[config.mk]
export PLATFORM = sky130hd
export DESIGN_NAME = bus_writeback_demux_flat
export DESIGN_NICKNAME = d
export VERILOG_FILES = /design/src/rtl/bus_writeback_demux_if.sv /design/src/rtl/bus_writeback_demux.sv /design/src/flat_wrapper.sv
export SDC_FILE = /design/constraint.sdc
export NUM_CORES = 1
export LEC_CHECK = 0
export CORE_UTILIZATION = 47
export CTS_CLUSTER_SIZE = 8
export DETAILED_ROUTE_END_ITERATION = 6
export PLACE_DENSITY = 0.9
export RECOVER_POWER = 50
export SETUP_SLACK_MARGIN = 0.02
export SLEW_MARGIN = 0
export SYNTH_ARGS = -nofsm -noshare
export SYNTH_HDL_FRONTEND = slang
export SYNTH_SLANG_ARGS = --single-unit
[constraint.sdc]
create_clock -name clk -period 2.1 [get_ports clk]
set_input_delay 0.21 -clock clk [delete_from_list [all_inputs] [get_ports clk]]
set_output_delay 0.21 -clock clk [all_outputs]
set_load 0.02 [all_outputs]
[src/rtl/bus_writeback_demux_if.sv]
// bus_writeback_demux_if: control-unit side bundle for the writeback demux (commands in, register values and status out)
interface bus_writeback_demux_if #(
    parameter int WIDTH = 24
);
    logic [WIDTH-1:0] bus_in;
    logic [2:0]       dest;
    logic             ld_en;
    logic [5:0]       inc;
    logic [5:0]       clr;
    logic [WIDTH-1:0] L_out;
    logic [WIDTH-1:0] W_out;
    logic [WIDTH-1:0] K_out;
    logic [WIDTH-1:0] T_out;
    logic [WIDTH-1:0] X_out;
    logic [WIDTH-1:0] J_out;
    logic             wr_ack;
    logic             wr_err;
    logic [2:0]       last_dest;

    modport master (
        output bus_in, dest, ld_en, inc, clr,
        input  L_out, W_out, K_out, T_out, X_out, J_out, wr_ack, wr_err, last_dest
    );

    modport slave (
        input  bus_in, dest, ld_en, inc, clr,
        output L_out, W_out, K_out, T_out, X_out, J_out, wr_ack, wr_err, last_dest
    );
endinterface

[src/rtl/bus_writeback_demux.sv]
// bus_writeback_demux: writes the shared bus into one of six datapath registers (L,W,K,T,X,J) with per-register inc/clr
module bus_writeback_demux #(
    parameter int WIDTH    = 24,
    parameter int INC_STEP = 1
) (
    input  logic                  clk,
    input  logic                  rst_n,
    bus_writeback_demux_if.slave  b
);
    localparam logic [WIDTH-1:0] STEP = WIDTH'(INC_STEP);

    // Register slots in inc/clr bit order: 0 L, 1 W, 2 K, 3 T, 4 X, 5 J
    logic [5:0][WIDTH-1:0] reg_q, reg_d;
    logic [5:0]            sel;
    logic                  valid;
    logic                  wr_ack_q, wr_ack_d;
    logic                  wr_err_q, wr_err_d;
    logic [2:0]            last_dest_q, last_dest_d;

    // Decode dest into a one-hot load select; per register clr beats load beats inc beats hold
    always_comb begin
        sel = {b.dest == 3'b110, b.dest == 3'b101, b.dest == 3'b001,
               b.dest == 3'b011, b.dest == 3'b010, b.dest == 3'b111} & {6{b.ld_en}};
        valid = |sel;
        for (int i = 0; i < 6; i++)
            reg_d[i] = b.clr[i] ? '0 : sel[i] ? b.bus_in : b.inc[i] ? reg_q[i] + STEP : reg_q[i];
        wr_ack_d    = valid;
        wr_err_d    = b.ld_en & ~valid;
        last_dest_d = valid ? b.dest : last_dest_q;
    end

    // State and status flops, cleared asynchronously
    always_ff @(posedge clk or negedge rst_n) begin
        if (!rst_n) begin
            reg_q       <= '0;
            wr_ack_q    <= 1'b0;
            wr_err_q    <= 1'b0;
            last_dest_q <= 3'b000;
        end else begin
            reg_q       <= reg_d;
            wr_ack_q    <= wr_ack_d;
            wr_err_q    <= wr_err_d;
            last_dest_q <= last_dest_d;
        end
    end

    assign b.L_out     = reg_q[0];
    assign b.W_out     = reg_q[1];
    assign b.K_out     = reg_q[2];
    assign b.T_out     = reg_q[3];
    assign b.X_out     = reg_q[4];
    assign b.J_out     = reg_q[5];
    assign b.wr_ack    = wr_ack_q;
    assign b.wr_err    = wr_err_q;
    assign b.last_dest = last_dest_q;
endmodule
[src/flat_wrapper.sv]
// flat-port wrapper written by rule: the top's interface ports become plain ports
module bus_writeback_demux_flat 
#(
    parameter int WIDTH    = 24,
    parameter int INC_STEP = 1
)
  (clk, rst_n, b_bus_in, b_dest, b_ld_en, b_inc, b_clr, b_L_out, b_W_out, b_K_out, b_T_out, b_X_out, b_J_out, b_wr_ack, b_wr_err, b_last_dest);
  bus_writeback_demux_if #(.WIDTH(WIDTH)) b_i ();
  input  logic clk;
  input  logic rst_n;
  input wire logic [$bits(b_i.bus_in)-1:0] b_bus_in;
  input wire logic [$bits(b_i.dest)-1:0] b_dest;
  input wire logic [$bits(b_i.ld_en)-1:0] b_ld_en;
  input wire logic [$bits(b_i.inc)-1:0] b_inc;
  input wire logic [$bits(b_i.clr)-1:0] b_clr;
  output wire logic [$bits(b_i.L_out)-1:0] b_L_out;
  output wire logic [$bits(b_i.W_out)-1:0] b_W_out;
  output wire logic [$bits(b_i.K_out)-1:0] b_K_out;
  output wire logic [$bits(b_i.T_out)-1:0] b_T_out;
  output wire logic [$bits(b_i.X_out)-1:0] b_X_out;
  output wire logic [$bits(b_i.J_out)-1:0] b_J_out;
  output wire logic [$bits(b_i.wr_ack)-1:0] b_wr_ack;
  output wire logic [$bits(b_i.wr_err)-1:0] b_wr_err;
  output wire logic [$bits(b_i.last_dest)-1:0] b_last_dest;
  assign b_i.bus_in = b_bus_in;
  assign b_i.dest = b_dest;
  assign b_i.ld_en = b_ld_en;
  assign b_i.inc = b_inc;
  assign b_i.clr = b_clr;
  assign b_L_out = b_i.L_out;
  assign b_W_out = b_i.W_out;
  assign b_K_out = b_i.K_out;
  assign b_T_out = b_i.T_out;
  assign b_X_out = b_i.X_out;
  assign b_J_out = b_i.J_out;
  assign b_wr_ack = b_i.wr_ack;
  assign b_wr_err = b_i.wr_err;
  assign b_last_dest = b_i.last_dest;
  bus_writeback_demux #(.WIDTH(WIDTH), .INC_STEP(INC_STEP)) u_core (.clk(clk), .rst_n(rst_n), .b(b_i));
endmodule
After elaboration in Yosys (flattened, before gate mapping):

Index checks and enable logic that the tools add are counted.

* bits in registers: 149
* input port bits: 42
* output and inout bits: 149

* add/sub/neg operators: 6
* eq/ne operators: 6
* multiplexer cells: 18
* bitwise operators: 3
* reductions and logical operators: 7

Operators with widths (number)
* $mux 24: 18
* $add 24x1->24 const B: 6
* $reduce_bool 3->1: 6
* $eq 3x3->1 const B: 3
* $and 6x6->6: 1
* $eq 3x2->1 const B: 2
* $reduce_or 6->1: 1
* $eq 3x1->1 const B: 1
* $and 1x1->1: 1
* $not 1->1: 1

Longest topological paths before layout:

Gate-level depths: netlist of run 1.

* word-level depth: 5
* gate-level depth with buffers: 6
* gate-level depth less buffers: 5

Worst setup path after synthesis of run 1:

OpenSTA, ideal clock, no wires.

* kind: flip-flop to flip-flop
* start: register u_core.reg_q, in the netlist u_core.b.J_out[4]
* end: register u_core.reg_q, in the netlist u_core.b.J_out[21]
* setup time: 0.099 ns
* arrival time: 2.089 ns
* data required time: 2.001 ns
* path slack: -0.088 ns
* stages on the path, launching flop included: 6
* buffers on the path: 1
* period minus slack after synthesis: 2.188 ns
* cells stage by stage: dfrtp_1 > nand3_1 > or4_1 > buf_2 > or4_1 > a311oi_1

* cells in the longest elaborated chain, start to end: 4

Ends and longest elaborated chain
* start, declared: line bus_writeback_demux.sv:13 `logic [5:0][WIDTH-1:0] reg_q, reg_d;`
* start signal, assigned: line bus_writeback_demux.sv:40 `reg_q <= reg_d;`
* $add 24x1->24: line bus_writeback_demux.sv:26 `reg_d[i] = b.clr[i] ? '0 : sel[i] ? b.bus_in : b.inc[i] ? reg_q[i] + STEP : reg_q[i];`
* $mux 24 (3 in a row): line bus_writeback_demux.sv:26

Every way passes these cells. The select of a mux whose other input is x is not followed.
A chain may end at the register's enable or synchronous reset.

Worst setup path after layout of run 1:

* start: register u_core.reg_q, in the netlist u_core.b.L_out[0]
* end: register u_core.reg_q, in the netlist u_core.b.L_out[16]

Same word-level chain as after synthesis.

==> flow_summary_export.csv, run 1 <==
group,metric,value,unit
placed_design,hpwl,21.0,mm
timing,max_freq,494,MHz
finish,design_area,0.0121,mm^2
critical_path,start_kind,"register",
critical_path,r2r.worst_path.cells,5,
floorplanning,core_area,0.0181,mm^2
outcome,outcome,"finished with violations",
timing,hold_viol_final,0,
finish,finalNetCount,1262,
run,drv_cap,0,
synthesis,yosysWarnings,0,
timing,final-setup-viol-count,0,
pwr,ir_drop,0.567,mV
drt,drc,16,
timing,period_needed,2.02,ns
synthesis,synth_xor_area_share,7.15,%
critical_path,critical_path_class,"reg2reg",
cts,clkTransAtPathRegs,0.06,ns
drt,wl_per_cell,21.3,um
pwr,leakage,4.54,nW
drt,detail-route-antenna-nets,0,
drt,dr.pass1.iters,7,
floorplanning,die_w,139,um
floorplanning,die_area,0.0193,mm^2
floorplanning,num_rows,49,
outcome,violations,"DRC",
synthesis,synth_top_family_by_area,"simple AND/OR/NAND/NOR gates",
synthesis,synth-edff-count,0,
synthesis,synth-seq-cells,149,
synthesis,syn_inst,980,
floorplanning,fp.dieH,139,um
cts,cts_root_buf,"clkbuf_16",
global_route,grt_pass1_wl,47.7,mm
synthesis,synth-simple-area-share,27.6,%
synthesis,synthFlopType,"dfrtp_1",
floorplanning,start_util,48.6,%
critical_path,r2r_start,"u_core.b.L_out[0]",
finish,mostFrequentLayoutCells,"clkdlybuf4s50_1 (175), nor2_1 (151), dfrtp_1 (140)",
floorplanning,ios,191,
synthesis,async_reset_ff_share,100,%
critical_path,r2r_end,"u_core.b.L_out[16]",
timing,slew_headroom,3.08,%
drt,first_iter_violations,797,
hold_path,hp-start,"b_clr[0]",
critical_path,required,2.40,ns
critical_path,crit_arrival,2.33,ns
drt,vias,9395,
timing,timing.hold.ws,0.456,ns
placed_design,postPlaceCellArea,0.0115,mm^2
hold_path,holdPathStages,2,
global_route,overflow,0,
timing,finalMaxSlewViolations,0,
cts,clkLatencyLatePin,0.42,ns
cts,cts_buffer_depth,2,
finish,antennaDiodeCount,0,
synthesis,yosysSeqAreaShare,42.3,%
pwr,power_density,623,mW/mm^2
finish,final_common_cell,"clkdlybuf4s50_1",
hold_path,min_to,"u_core.b.L_out[17]",
drt,wl,31.0,mm
timing,post-route-period-util,96.4,%
synthesis,synth_nets,1028,
global_route,grt_max_degree,55,
global_route,grt_use_total,31.9,%
synthesis,muxShareOfSynthArea,0.922,%
global_route,grt_pass1_vias,8695,
critical_path,cp_max_fo,9,
timing,rsz0062_at_grt,"false",
global_route,antenna_found_initial,0,
cts,cts_made_buffers,17,
synthesis,avgSynthCellArea,9.00,um^2
cts,h-tree-depth,4,
drt,vias_per_cell,6.46,
placed_design,routabilityCongestion,0.926,
critical_path,regToRegSetupSlack,0.08,ns
synthesis,synth_fa_ha_area_share,0.851,%
synthesis,ys_types,46,
timing,tightest_slew,1.45,ns
pwr,finalPower,7.55,mW
timing,fin_skew,0.00858,ns
synthesis,synth_compound_area_share,17.7,%
finish,syn_to_final_growth,37.5,%
placed_design,port_buffers,190,
synthesis,netlist_area,0.00882,mm^2
cts,clock-sinks,149,
finish,drive_gt1_share,11.6,%
cts,cts_tree,"built",
hold_path,hold_class,"in2reg",
critical_path,crit_path_end_kind,"register",
kinds of logic after synthesis:
| logic type | Yosys count |
|---|---|
| flip-flops | 149 |
| AO/OA/AOI/OAI | 202 |
| AND/OR/NAND/NOR | 461 |
| buffers and inverters | 82 |
| multiplexers | 8 |
| XOR/XNOR | 72 |
| adder cells (fa/ha/maj) | 6 |
Yosys cell counts, types with 2 or more instances:
| cell type | count | area [um^2] |
|---|---|---|
| nor2_1 | 151 | 567 |
| dfrtp_1 | 149 | 3730 |
| a211oi_1 | 84 | 631 |
| clkbuf_1 | 60 | 225 |
| nand2_1 | 60 | 225 |
| a311oi_1 | 54 | 473 |
| nand3_1 | 43 | 215 |
| nand4_1 | 43 | 269 |
| xnor2_1 | 42 | 368 |
| o31ai_1 | 39 | 293 |
| or4_1 | 39 | 293 |
| xor2_1 | 30 | 263 |
| nor4_1 | 29 | 181 |
| and4_1 | 21 | 184 |
| inv_1 | 18 | 67.6 |
| or3_1 | 18 | 113 |
| nor3_1 | 16 | 80.1 |
| and3_1 | 12 | 75.1 |
| o21ai_0 | 11 | 55.1 |
| and2_1 | 9 | 56.3 |
| mux2i_1 | 7 | 70.1 |
| ha_1 | 6 | 75.1 |
| nand4b_1 | 4 | 35.0 |
| nor3b_1 | 4 | 30.0 |
| o31a_1 | 3 | 26.3 |
| or2_2 | 3 | 18.8 |
| a31o_2 | 2 | 17.5 |
| buf_1 | 2 | 7.51 |
| buf_2 | 2 | 10.0 |
| o21bai_1 | 2 | 15.0 |
| or3_2 | 2 | 15.0 |
cell type report:
type                    instances  area [um^2]
clock buffers                  21          470
multi-input cells             749         4830
fillers                      1401         6030
well taps                     229          287
flip-flops and latches        149         3740
inverters                      18         67.6
clock inverters                10          153
repair buffers                279         2570
routing by layer:
metal | vias to the layer above | GRT usage, % | wire (um)
met2 | 536 | 49.5 | 14400
met4 | 0 | 13.0 | 862
met1 | 4573 | 43.9 | 12400
li1 | 4224 | - | -
met3 | 62 | 6.11 | 3230
met5 | - | 0 | 0
worst max path at each step:
| stage | end | startpoint |
|---|---|---|
| 2_1_floorplan | u_core.b.J_out[21] | u_core.b.J_out[7] |
| 3_3_place_gp | u_core.b.W_out[23] | b_inc[1] |
| 3_5_place_dp | u_core.b.L_out[16] | b_inc[0] |
| 4_1_cts | u_core.b.W_out[20] | u_core.b.W_out[0] |
| 5_1_grt | u_core.b.L_out[16] | u_core.b.L_out[0] |
| 6_report | u_core.b.L_out[16] | u_core.b.L_out[0] |
flip-flops by register name (all words and copies together) (netlist names):
name                cells
u_core.b.J_out         24
u_core.b.K_out         24
u_core.b.L_out         24
u_core.b.T_out         24
u_core.b.W_out         24
u_core.b.X_out         24
u_core.b.last_dest      3
u_core.b.wr_ack         1
u_core.b.wr_err         1
worst max-delay path, stage by stage (launching register included):
cell      delay [ns]
dfrtp_1         0.40
ha_1            0.21
nand3_1         0.11
or3_4           0.45
or4_1           0.41
a311oi_1        0.33
per-stage QoR:
step / setup WS (ns) / cells / setup TNS [ns] / util, %
2_1_floorplan: 0.0141 / 980 / 0 / -
3_3_place_gp: 0.0236 / 1422 / 0 / 63.4
3_5_place_dp: -0.0290 / 1422 / -0.0703 / 63.4
4_1_cts: 0.0257 / 1454 / 0 / 67.0
5_1_grt: 0.0214 / 1455 / 0 / 66.8
6_report: 0.0761 / 1455 / 0 / 66.8
repair_timing:
| item | CTS | global route |
|---|---|---|
| setup buffers | 0 | 1 |
| resized for setup | 2 | 6 |
| hold buffers | 1 | 0 |
| pin swaps | 0 | 1 |
| setup endpoints to repair | 4 | 15 |
| hold endpoints to repair | 51 | 0 |
where the power goes:
part           internal, mW  switching (mW)  leakage, nW
clock                  2.07            1.21        0.308
combinational         0.480           0.649         2.21
sequential             2.99           0.155         2.02
(Power assumes the default switching activity.)
==> run 2: changes to the inputs <==
Settings changed: CORE_MARGIN set to 3, GPL_TIMING_DRIVEN set to 0.
==> run 2 against run 1 <==
Compared with the run above: the run now ends clean; non-clock buffer count down 15; register-to-register slack about the same; via count increased by 0.40%; highest routed layer unchanged.
==> flow_summary_export.csv, run 2 (same netlist as run 1, synthesis figures left out) <==
group,metric,value,unit
floorplanning,start_util,48.4,%
timing,slew_headroom,17.9,%
critical_path,slowest_stage,"dfrtp_1",
critical_path,cp_max_fo,6,
global_route,antenna_found_initial,0,
finish,fin_cells,1441,
drt,vias_per_cell,6.55,
placed_design,postPlaceCellArea,0.0110,mm^2
floorplanning,die_area,0.0204,mm^2
cts,cts_made_buffers,17,
floorplanning,num_rows,49,
outcome,outcome,"complete, no violations",
timing,period_needed,2.02,ns
cts,clkLatencyLatePin,0.43,ns
global_route,grt_pass1_wl,48.3,mm
critical_path,cp_cell_sequence,"nand4_1, clkbuf_1, nor4_2, a311oi_1, a2111oi_0",
finish,mostFrequentLayoutCells,"nor2_1 (151), dfrtp_1 (130), clkdlybuf4s50_1 (122)",
critical_path,cp_slowest_stage_delay,0.51,ns
drt,first_iter_violations,648,
floorplanning,fp.dieH,143,um
cts,clkTransAtPathRegs,0.06,ns
drt,dr.pass1.iters,5,
timing,final-setup-viol-count,0,
cts,h-tree-depth,4,
finish,finalNetCount,1247,
critical_path,crit_arrival,2.30,ns
floorplanning,die_w,143,um
critical_path,regToRegSetupSlack,0.08,ns
placed_design,hpwl,21.0,mm
critical_path,crit_path_end_kind,"register",
critical_path,critical_path_class,"reg2reg",
pwr,leakage,4.46,nW
drt,drc,0,
finish,antennaDiodeCount,0,
drt,vias,9433,
critical_path,start_kind,"register",
placed_design,port_buffers,183,
timing,timing.hold.ws,0.158,ns
hold_path,hold_class,"in2reg",
pwr,ir_drop,0.603,mV
timing,tightest_slew,1.23,ns
finish,design_area,0.0119,mm^2
finish,syn_to_final_growth,35.2,%
floorplanning,ios,191,
global_route,grt_use_total,30.4,%
run,drv_cap,0,
timing,max_freq,496,MHz
timing,hold_viol_final,0,
finish,final_common_cell,"nor2_1",
global_route,grt_pass1_vias,8883,
floorplanning,core_area,0.0182,mm^2
critical_path,required,2.39,ns
timing,post-route-period-util,96.0,%
finish,drive_gt1_share,9.65,%
pwr,power_density,631,mW/mm^2
cts,clock-sinks,149,
drt,detail-route-antenna-nets,0,
drt,wl,31.7,mm
cts,cts_buffer_depth,2,
timing,finalMaxSlewViolations,0,
cts,cts_tree,"built",
cts,cts_root_buf,"clkbuf_16",
placed_design,placed_cells,1393,
placed_design,routabilityCongestion,0.895,
timing,fin_skew,0.0127,ns
drt,wl_per_cell,22.0,um
global_route,overflow,0,
pwr,finalPower,7.52,mW
global_route,grt_max_degree,85,
-- run 2: cell count changes in the layout (fill, tap and decap cells not counted), moves of 5 or more --
cell             change
dfrtp_2             +10
and4_1               -5
dlygate4sd3_1       +46
clkdlybuf4s50_1     -53
clkbuf_1            +42
buf_4               -49
dfrtp_1             -10
-- run 2: critical path, delay by kind of cell, from the launching register on --
family / cells / cell delay, ns
simple gates: 2 / 0.60
flops: 1 / 0.51
buf+inv: 1 / 0.22
compound gates: 2 / 0.55
-- run 2: stage by stage --
step | setup WS, ns | utilization (%) | TNS [ns]
floorplan | 0.0141 | - | 0
global placement | -5.82 | 60.2 | -797.98
detailed placement | -0.528 | 60.3 | -16.10
CTS | -0.00416 | 64.5 | -0.00416
global route | -0.0396 | 65.5 | -0.0639
finish | 0.0831 | 65.5 | 0
-- run 2: final cells by class --
type / instances / area [um^2]
timing repair buffer: 211 / 2060
fill: 1418 / 6290
multi-input combinational: 749 / 4920
tap: 229 / 287
clock inverter: 10 / 153
inverter: 18 / 67.6
buffer: 53 / 213
sequential: 149 / 3750
clock buffer: 22 / 474
-- run 2: final timing paths --
path,startpoint,to,cells past startpoint
max,u_core.b.K_out[4],u_core.b.K_out[22],5
min,b_clr[0],u_core.b.L_out[23],2
max reg2reg,u_core.b.K_out[4],u_core.b.K_out[22],5
min reg2reg,u_core.b.last_dest[0],u_core.b.last_dest[0],2
max in group asynchronous,rst_n,u_core.b.K_out[1],3
min in group asynchronous,rst_n,u_core.b.L_out[15],2
-- run 2: per-layer routing --
layer	vias up	routed length, um	global-route usage [%]
met5	-	0	0
met4	0	1540	14.3
met3	110	3570	7.10
met2	596	14100	45.8
met1	4524	12500	41.4
li1	4203	-	-
-- run 2: power breakdown --
part           total [mW]  internal (mW)  switching [mW]  leakage, nW
Clock                3.30           2.07            1.23        0.310
Sequential           3.18           2.99           0.185         2.00
Combinational        1.04          0.415           0.621         2.15
Total                7.52           5.48            2.03         4.46
-- run 2: timing repair --
action                     4_1_cts  5_1_grt
hold endpoints to repair        83        0
resized for setup               22       33
pin swaps                        6        7
hold buffers                     1        0
buffers inserted                 9       17
setup endpoints to repair       43       55
